[src/rtl/uart_core_param.sv]
// uart_core_param: parametrised full-duplex UART, valid/ready on both sides, FWFT RX FIFO.
// Optional parity bit (PARITY_ODD parameter) when UART_PARITY_EN is defined.
module uart_core_param #(
  parameter int DATA_BITS     = 8,
  parameter int STOP_BITS     = 1,
  parameter int CLK_FREQ      = 100000000,
  parameter int BAUDRATE      = 115200,
  parameter int RX_FIFO_DEPTH = 4
`ifdef UART_PARITY_EN
  ,
  parameter int PARITY_ODD    = 0
`endif
) (
  input  logic                 clk_i,
  input  logic                 rst_i,
  input  logic                 rx_i,
  output logic                 tx_o,
  input  logic [DATA_BITS-1:0] tx_data_i,
  input  logic                 tx_valid_i,
  output logic                 tx_ready_o,
  output logic [DATA_BITS-1:0] rx_data_o,
  output logic                 rx_valid_o,
  input  logic                 rx_ready_i,
  output logic                 rx_frame_err_o,
  output logic                 rx_overrun_o,
  output logic                 parity_err_o
);
  localparam int DIV = CLK_FREQ / BAUDRATE;
  localparam int HALF = DIV / 2;
  localparam int CW = $clog2(STOP_BITS * DIV + 1);
  localparam int IW = $clog2(DATA_BITS);
  localparam int AW = $clog2(RX_FIFO_DEPTH);
  localparam logic [CW-1:0] BIT_LD = CW'(DIV - 1);
  localparam logic [CW-1:0] HALF_LD = CW'(HALF - 1);
  localparam logic [CW-1:0] STOP_LD = CW'(STOP_BITS * DIV - 1);
  localparam logic [IW-1:0] LAST = IW'(DATA_BITS - 1);
  typedef enum logic [2:0] {
    S_IDLE,
    S_START,
    S_DATA,
`ifdef UART_PARITY_EN
    S_PAR,
`endif
    S_STOP
  } state_t;
  state_t tx_state, tx_state_n, rx_state, rx_state_n;
  logic [CW-1:0] tx_cnt, tx_cnt_n, rx_cnt, rx_cnt_n;
  logic [IW-1:0] tx_idx, tx_idx_n, rx_idx, rx_idx_n;
  logic [DATA_BITS-1:0] tx_sh, tx_sh_n, rx_sh, rx_sh_n;
  logic tx_o_n, tx_tick, rx_tick, rx_meta, rx_s, stop_smp, rx_bad, rx_push;
  logic [DATA_BITS-1:0] mem [RX_FIFO_DEPTH];
  logic [AW-1:0] wp, rp;
  logic [AW:0] cnt;
  logic full, pop, wr;
  assign tx_ready_o = tx_state == S_IDLE;
  assign tx_tick = tx_cnt == '0;
  assign rx_tick = rx_cnt == '0;
`ifdef UART_PARITY_EN
  logic tx_par, tx_par_n, rx_perr, rx_perr_n, par_q;
  assign rx_bad = rx_perr;
  assign parity_err_o = par_q;
  assign tx_o_n = tx_state_n == S_START ? 1'b0 : tx_state_n == S_DATA ? tx_sh_n[0] :
                  tx_state_n == S_PAR ? tx_par_n : 1'b1;
  always_ff @(posedge clk_i or posedge rst_i)
    if (rst_i) begin
      tx_par <= 1'b0;
      rx_perr <= 1'b0;
      par_q <= 1'b0;
    end else begin
      tx_par <= tx_par_n;
      rx_perr <= rx_perr_n;
      par_q <= stop_smp & rx_perr;
    end
`else
  assign rx_bad = 1'b0;
  assign parity_err_o = 1'b0;
  assign tx_o_n = tx_state_n == S_START ? 1'b0 : tx_state_n == S_DATA ? tx_sh_n[0] : 1'b1;
`endif
  // tx_o is registered from next-state so the line is glitch-free and resets high at once
  always_ff @(posedge clk_i or posedge rst_i)
    if (rst_i) begin
      tx_state <= S_IDLE;
      tx_cnt <= '0;
      tx_idx <= '0;
      tx_sh <= '0;
      tx_o <= 1'b1;
    end else begin
      tx_state <= tx_state_n;
      tx_cnt <= tx_cnt_n;
      tx_idx <= tx_idx_n;
      tx_sh <= tx_sh_n;
      tx_o <= tx_o_n;
    end
  always_comb begin
    tx_state_n = tx_state;
    tx_cnt_n = tx_tick ? tx_cnt : tx_cnt - CW'(1);
    tx_idx_n = tx_idx;
    tx_sh_n = tx_sh;
`ifdef UART_PARITY_EN
    tx_par_n = tx_par;
`endif
    case (tx_state)
      S_IDLE: if (tx_valid_i) begin
        tx_state_n = S_START;
        tx_cnt_n = BIT_LD;
        tx_sh_n = tx_data_i;
`ifdef UART_PARITY_EN
        tx_par_n = (^tx_data_i) ^ (PARITY_ODD != 0);
`endif
      end
      S_START: if (tx_tick) begin
        tx_state_n = S_DATA;
        tx_cnt_n = BIT_LD;
        tx_idx_n = '0;
      end
      S_DATA: if (tx_tick) begin
        tx_sh_n = tx_sh >> 1;
        tx_idx_n = tx_idx + IW'(1);
        tx_cnt_n = BIT_LD;
        if (tx_idx == LAST) begin
`ifdef UART_PARITY_EN
          tx_state_n = S_PAR;
`else
          tx_state_n = S_STOP;
          tx_cnt_n = STOP_LD;
`endif
        end
      end
`ifdef UART_PARITY_EN
      S_PAR: if (tx_tick) begin
        tx_state_n = S_STOP;
        tx_cnt_n = STOP_LD;
      end
`endif
      S_STOP: if (tx_tick) tx_state_n = S_IDLE;
      default: tx_state_n = S_IDLE;
    endcase
  end
  always_ff @(posedge clk_i or posedge rst_i)
    if (rst_i) begin
      rx_meta <= 1'b1;
      rx_s <= 1'b1;
      rx_state <= S_IDLE;
      rx_cnt <= '0;
      rx_idx <= '0;
      rx_sh <= '0;
      rx_frame_err_o <= 1'b0;
      rx_overrun_o <= 1'b0;
    end else begin
      rx_meta <= rx_i;
      rx_s <= rx_meta;
      rx_state <= rx_state_n;
      rx_cnt <= rx_cnt_n;
      rx_idx <= rx_idx_n;
      rx_sh <= rx_sh_n;
      rx_frame_err_o <= stop_smp & ~rx_bad & ~rx_s;
      rx_overrun_o <= rx_push & full & ~pop;
    end
  always_comb begin
    rx_state_n = rx_state;
    rx_cnt_n = rx_tick ? rx_cnt : rx_cnt - CW'(1);
    rx_idx_n = rx_idx;
    rx_sh_n = rx_sh;
    stop_smp = 1'b0;
`ifdef UART_PARITY_EN
    rx_perr_n = rx_perr;
`endif
    case (rx_state)
      S_IDLE: if (!rx_s) begin
        rx_state_n = S_START;
        rx_cnt_n = HALF_LD;
      end
      S_START: if (rx_tick) begin
        rx_state_n = rx_s ? S_IDLE : S_DATA;
        rx_cnt_n = BIT_LD;
        rx_idx_n = '0;
      end
      S_DATA: if (rx_tick) begin
        rx_sh_n = {rx_s, rx_sh[DATA_BITS-1:1]};
        rx_idx_n = rx_idx + IW'(1);
        rx_cnt_n = BIT_LD;
`ifdef UART_PARITY_EN
        if (rx_idx == LAST) rx_state_n = S_PAR;
      end
      S_PAR: if (rx_tick) begin
        rx_perr_n = rx_s ^ (^rx_sh) ^ (PARITY_ODD != 0);
        rx_state_n = S_STOP;
        rx_cnt_n = BIT_LD;
`else
        if (rx_idx == LAST) rx_state_n = S_STOP;
`endif
      end
      S_STOP: if (rx_tick) begin
        rx_state_n = S_IDLE;
        stop_smp = 1'b1;
      end
      default: rx_state_n = S_IDLE;
    endcase
  end
  assign rx_push = stop_smp & rx_s & ~rx_bad;
  assign full = cnt == (AW+1)'(RX_FIFO_DEPTH);
  assign pop = rx_valid_o & rx_ready_i;
  // a pop frees the slot in the same cycle, so a full FIFO still accepts the push
  assign wr = rx_push & (~full | pop);
  assign rx_valid_o = cnt != '0;
  assign rx_data_o = mem[rp];
  always_ff @(posedge clk_i or posedge rst_i)
    if (rst_i) begin
      wp <= '0;
      rp <= '0;
      cnt <= '0;
      for (int i = 0; i < RX_FIFO_DEPTH; i++) mem[i] <= '0;
    end else begin
      if (wr) mem[wp] <= rx_sh;
      wp <= wp + AW'(wr);
      rp <= rp + AW'(pop);
      cnt <= cnt + (AW+1)'(wr) - (AW+1)'(pop);
    end
endmodule

[config.mk]
export PLATFORM = sky130hd
export DESIGN_NAME = uart_core_param
export DESIGN_NICKNAME = d
export VERILOG_FILES = /design/src/rtl/uart_core_param.sv
export SDC_FILE = /design/constraint.sdc
export NUM_CORES = 1
export LEC_CHECK = 0
export BUFFER_PORTS_ARGS = -buffer_cell sky130_fd_sc_hd__buf_4
export CORE_MARGIN = 5
export CORE_UTILIZATION = 38
export CTS_BUF_LIST = sky130_fd_sc_hd__clkbuf_2 sky130_fd_sc_hd__clkbuf_4 sky130_fd_sc_hd__clkbuf_8
export CTS_CLUSTER_SIZE = 28
export DETAILED_ROUTE_END_ITERATION = 10
export HOLD_SLACK_MARGIN = 0.1
export PLACE_DENSITY = 0.62
export SLEW_MARGIN = 20
export SYNTH_ARGS = -nofsm -noshare
export SYNTH_HDL_FRONTEND = slang
export SYNTH_SLANG_ARGS = --single-unit
[constraint.sdc]
create_clock -name clk_i -period 2.95 [get_ports clk_i]
set_clock_uncertainty 0.1 [all_clocks]
set_input_delay 0.295 -clock clk_i [delete_from_list [all_inputs] [get_ports clk_i]]
set_output_delay 0.295 -clock clk_i [all_outputs]
set_load 0.02 [all_outputs]
### Yosys cells after proc, flatten, opt, wreduce, memory -nomap -nowiden

Index checks and enable logic that the tools add are counted.

* bits in read-only memories: 0
* latch bits: 0
* word-level logic and storage cells: 118
* register bits after elaboration: 92
* input port bits: 13
* output and inout port bits: 14
* RAM bits: 0
* memories kept: 0

* add/subtract/negate cells: 8
* order comparisons: 3
* divide/modulo/power cells: 0
* muxes and demuxes: 39
* reductions and logical operators: 16
* equality and inequality tests: 19
* multiply operators: 0
* shift-type cells: 0
* bitwise gates (word level): 12

Operators by type and width (count)
* $mux W10: 6
* $mux W8: 5
* $pmux W10 S2: 2
* $mux W3: 13
* $bwmux W32: 1
* $pmux W3 S4: 2
* $logic_not A10 Y1: 2
* $sub A10 B1 Y10 const B: 2
* $bmux W8 S2: 1
* $demux W8 S2: 1
* $ne A2 B2 Y1 const B: 8
* $pmux W8 S2: 1
* $eq A3 B2 Y1 const B: 5
* $pmux W3 S2: 2
* $eq A3 B1 Y1 const B: 3
* $eq A3 B3 Y1 const B: 3
* $reduce_and A3 Y1: 3
* $add A3 B1 Y3 const B: 2
* $and A1 B1 Y1: 6
* $ge A3 B3 Y1 const B: 2
* $logic_not A3 Y1: 2
* $not A2 Y3: 2
* $reduce_bool A2 Y1: 3
* $reduce_and A5 Y1: 1
* 12 further kinds: 19

### Depth between registers and ports, before layout

* depth in word-level cells: 7
* depth in mapped cells: 14
* mapped depth without buffers: 13

### Worst setup path before layout

No wires, ideal clock.

* path kind: reg-to-reg
* start: reg rx_cnt[0]
* end: reg cnt[2]
* library setup time: 123 ps
* stages on the path, launching flop included: 15
* path buffers: 1
* arrival time: 2542 ps
* clock period less this slack: 2764 ps
* setup slack: 186 ps
* required time: 2727 ps
* cells stage by stage: dfrtp_1 > inv_1 > ha_1 > nor3b_1 > and3_1 > buf_4 > inv_4 > nor3_4 > inv_1 > ha_1 > inv_1 > ha_1 > inv_1 > fa_1 > xnor2_1

* word-level cells in the longest chain between the ends: 7

Ends and longest elaborated chain
* start: declaration: RTL line 47 `logic [CW-1:0] tx_cnt, tx_cnt_n, rx_cnt, rx_cnt_n;`
* start signal: assignment: RTL line 153 `rx_cnt <= rx_cnt_n;`
* $logic_not A10 Y1: RTL line 57 `assign rx_tick = rx_cnt == '0;`
* $mux W1: RTL line 193 `S_STOP: if (rx_tick) begin`
* $mux W1: RTL line 168 `case (rx_state)`
* $and A1 B1 Y1: RTL line 200 `assign rx_push = stop_smp & rx_s & ~rx_bad;`
* $and A1 B1 Y1: RTL line 204 `assign wr = rx_push & (~full | pop);`
* $add A3 B1 Y3: RTL line 217 `cnt <= cnt + (AW+1)'(wr) - (AW+1)'(pop);`
* $sub A3 B1 Y3: RTL line 217
* end signal: assignment: RTL line 217
* end: declaration: RTL line 53 `logic [AW:0] cnt;`

Every way passes these cells.
A chain may end at the register's enable or synchronous reset.

### Worst setup path after layout

Ends and elaborated chain as after synthesis.

==> impl_metrics.py <==
metrics = {
    "yosys": {
        "async_reset_ff_frac": 1.00,
        "yosys_most_used_dff": "dfrtp_1",
        "yosys_warnings": 0,
        "ys_ff_latch": 91,
        "synth_cells": 356,
        "synth_cell_types": 48,
        "syn_area_mm2": 0.00427,
        "synth_edf_count": 0,
        "avgSynthCellArea_um2": 12.0,
        "ys_seq_area_frac": 0.534,
    },
    "sta": {
        "finalSetupViolCount": 0,
        "finalHoldViolCount": 0,
        "max_slew_margin": 0.559,
        "totalNegativeSetupSlack_ns": 0,
        "min_period_ns": 2.67,
        "worst_pin_slew_ns": 0.657,
        "min_period_over_period": 0.905,
        "max_freq_ghz": 0.374,
        "final.setup.worst_slack_ns": 0.279,
        "rsz0062_at_grt": "no",
        "slew_violations": 0,
    },
    "global_routing": {
        "overflow": 0,
        "antenna_found_initial": 0,
        "grt_pass1_wl_mm": 14.0,
        "grt_max_degree": 60,
        "grt_usage": 0.131,
        "grt_pass1_vias": 2993,
    },
    "hold_path": {
        "worstHoldEndpoint": "tx_cnt[1]$_DFF_PP0_",
        "hold_path_startpoint": "tx_valid_i",
        "hold_depth": 3,
        "holdCritPathClass": "in2reg",
    },
    "detailed_routing": {
        "wl_mm": 8.09,
        "drt-pass1-iter-count": 4,
        "drtAntennaViolNets": 0,
        "wl_per_cell_um": 14.8,
        "routed-via-count": 2838,
        "drc_errors": 0,
        "viasPerCell": 5.20,
        "drt_iter0_drc": 188,
    },
    "cts": {
        "cts_root_buf": "clkbuf_8",
        "cts_tree": "built",
        "cts_max_path_buffers": 2,
        "cts_max_level": 3,
        "clk_pin_slew_ns": 0.09,
        "cts.sinks": 91,
        "cts_buffers": 9,
        "clock_latency_ns": 0.36,
    },
    "worst_setup_path": {
        "timing.rr.end": "cnt[2]$_DFF_PP0_",
        "worstReg2RegStart": "rx_cnt[0]$_DFF_PP0_",
        "reg2reg_depth": 13,
        "crit_path_end_kind": "flip-flop",
        "crit_required_ns": 3.09,
        "worst_ep_arrival_time_ns": 2.81,
        "cp-start-kind": "flip-flop",
        "criticalPathCategory": "reg2reg",
        "cp_max_fo": 10,
        "r2r_slack_ns": 0.28,
    },
    "cells_and_area": {
        "multi_input_area_mm2": 0.00189,
        "antennaDiodeCount": 0,
        "final_layout_size_suffix_gt1_frac": 0.271,
        "nets": 431,
        "fillers": 1038,
        "ff_latch_area_mm2": 0.00228,
        "syn_to_final_growth_pct": 16.3,
        "instances_no_fill": 546,
    },
    "floorplanning": {
        "rows": 38,
        "die_w_um": 116,
        "num_io_pins": 27,
        "core_area_mm2": 0.0109,
        "die_h_um": 116,
        "initial_core_util": 0.390,
        "die_area_mm2": 0.0135,
    },
    "run_status": {
        "outcome": "finished clean",
    },
    "placed_design": {
        "dp_slack_ns": 0.245,
        "port_buffers": 25,
        "place_congestion": 0.795,
        "dp_cells": 521,
        "dp_hpwl_mm": 5.46,
    },
    "power": {
        "p_leak_nw": 2.35,
        "vdd_drop_max_v": 0.000240,
        "powerDensity_mw_per_mm2": 541,
    },
    "job": {
        "cap_violations": 0,
    },
}
[repair_timing]
| action | CTS | global route |
|---|---|---|
| endpoints found under the setup margin | 0 | 1 |
| hold endpoints to repair | 37 | 0 |
| buffers inserted | 0 | 0 |
| hold buffers | 9 | 0 |
| resized for setup | 0 | 1 |
[per-stage QoR]
step	area [um^2]	power, mW	hold slack, ns	utilization
6_report	4960	2.69	0.130	0.454
5_1_grt	4960	2.86	0.154	0.454
4_1_cts	4960	2.74	0.111	0.454
3_5_place_dp	4680	1.90	0.247	0.428
3_3_place_gp	4680	1.89	0.247	0.428
2_1_floorplan	4270	1.79	0.199	-
[routing by layer]
layer  GRT usage  share of wire
met4      0.0418          0.012
met3      0.0324          0.035
met1       0.169           0.46
met5           0              0
met2       0.219           0.49
[Yosys cell counts, types with 2 or more instances]
master    number  area share
a211oi_1       4      0.0070
a21oi_1       15       0.018
a22o_1         3      0.0062
a22oi_1        6       0.011
a311oi_1       2      0.0041
a31oi_1        6      0.0088
a32o_1         2      0.0047
and2_1         2      0.0029
and3_1         4      0.0059
and4_1         2      0.0041
buf_4          2      0.0035
clkbuf_1       8      0.0070
dfrtp_1       88        0.52
dfstp_2        3       0.018
ha_1          16       0.047
inv_1         15       0.013
mux2_2        40        0.11
mux2i_1        3      0.0070
mux4_2         8       0.042
nand2_1       35       0.031
nand2b_1       4      0.0059
nand3b_1       2      0.0035
nor2_1        23       0.020
nor2b_1        3      0.0044
nor3_1        11       0.013
nor3b_1        4      0.0070
nor4_1         5      0.0073
o21ai_0        7      0.0082
or3_1          2      0.0029
or3b_2         3      0.0062
xnor2_1        8       0.016
xor2_1         4      0.0082
[placed cells by master, fill, tap and decap left out, types with 2 or more instances in the layout]
master and instances:
clkinv_4 2, and3_1 4, a21oi_1 15, nand2_1 35, mux2_2 40, conb_1 2
o21ai_0 7, inv_1 14, nor2_1 23, a22oi_1 6, a31oi_1 6, xnor2_1 8
xor2_1 4, and4_1 2, mux4_2 8, and2_1 2, nand3b_1 2, dfstp_2 3
a211oi_1 4, dfrtp_1 88, buf_4 34, inv_6 2, nor4_1 5, dlygate4sd3_1 9
a311oi_1 2, or3_1 2, nor3b_1 3, a32o_1 2, a22o_1 3, clkbuf_8 9
nand2b_1 4, ha_1 16, nor3_1 11, nor2b_1 3, mux2i_1 3, or3b_2 3
[sequential cells by signal, summed over array words and instances (netlist names)]
register        count
tx_sh               8
rp                  2
mem                32
rx_cnt             10
rx_frame_err_o      1
rx_sh               8
cnt                 3
tx_cnt             10
tx_o                1
rx_meta             1
rx_state            2
rx_s                1
tx_state            3
rx_overrun_o        1
tx_idx              3
rx_idx              3
wp                  2
[critical path: stages (launching register included)]
cell	delay [ns]
dfrtp_1	0.42
inv_1	0.08
ha_1	0.20
nor3b_2	0.20
and3_1	0.24
inv_4	0.09
nor3_4	0.19
inv_1	0.06
ha_1	0.26
inv_1	0.05
ha_1	0.12
inv_1	0.05
fa_1	0.37
xnor2_1	0.13
[area by class of cell]
cell class | count | share of cell area
Clock buffer | 9 | 0.0249
Tap cell | 140 | 0.0353
Sequential cell | 91 | 0.459
Timing Repair Buffer | 44 | 0.0736
Inverter | 16 | 0.0129
Clock inverter | 7 | 0.0141
Multi-Input combinational cell | 239 | 0.380
[logic make-up after synthesis]
kind of cell / share of synthesized area
buffers and inverters: 0.0261
adder cells (fa/ha/maj): 0.0516
multiplexers: 0.155
AND/OR/NAND/NOR: 0.127
flip-flops: 0.534
XOR/XNOR: 0.0246
AO/OA/AOI/OAI: 0.0809
other: 0.000878
[power by group]
| group | switching [mW] | total [mW] | internal [mW] |
|---|---|---|---|
| clock network | 0.483 | 0.811 | 0.328 |
| registers | 0.152 | 1.50 | 1.35 |
| logic | 0.164 | 0.372 | 0.208 |
| total | 0.800 | 2.69 | 1.89 |
[worst max-delay path by stage]
stage,start,endpoint,cells after the start
2_1_floorplan,rx_cnt[0]$_DFF_PP0_,cnt[2]$_DFF_PP0_,14
3_5_place_dp,rx_cnt[0]$_DFF_PP0_,cnt[1]$_DFF_PP0_,13
4_1_cts,rx_cnt[0]$_DFF_PP0_,cnt[2]$_DFF_PP0_,13
3_3_place_gp,rx_cnt[0]$_DFF_PP0_,cnt[2]$_DFF_PP0_,13
6_report,rx_cnt[0]$_DFF_PP0_,cnt[2]$_DFF_PP0_,13
5_1_grt,rx_cnt[0]$_DFF_PP0_,cnt[2]$_DFF_PP0_,13
Power figures use the tool's default switching activity.
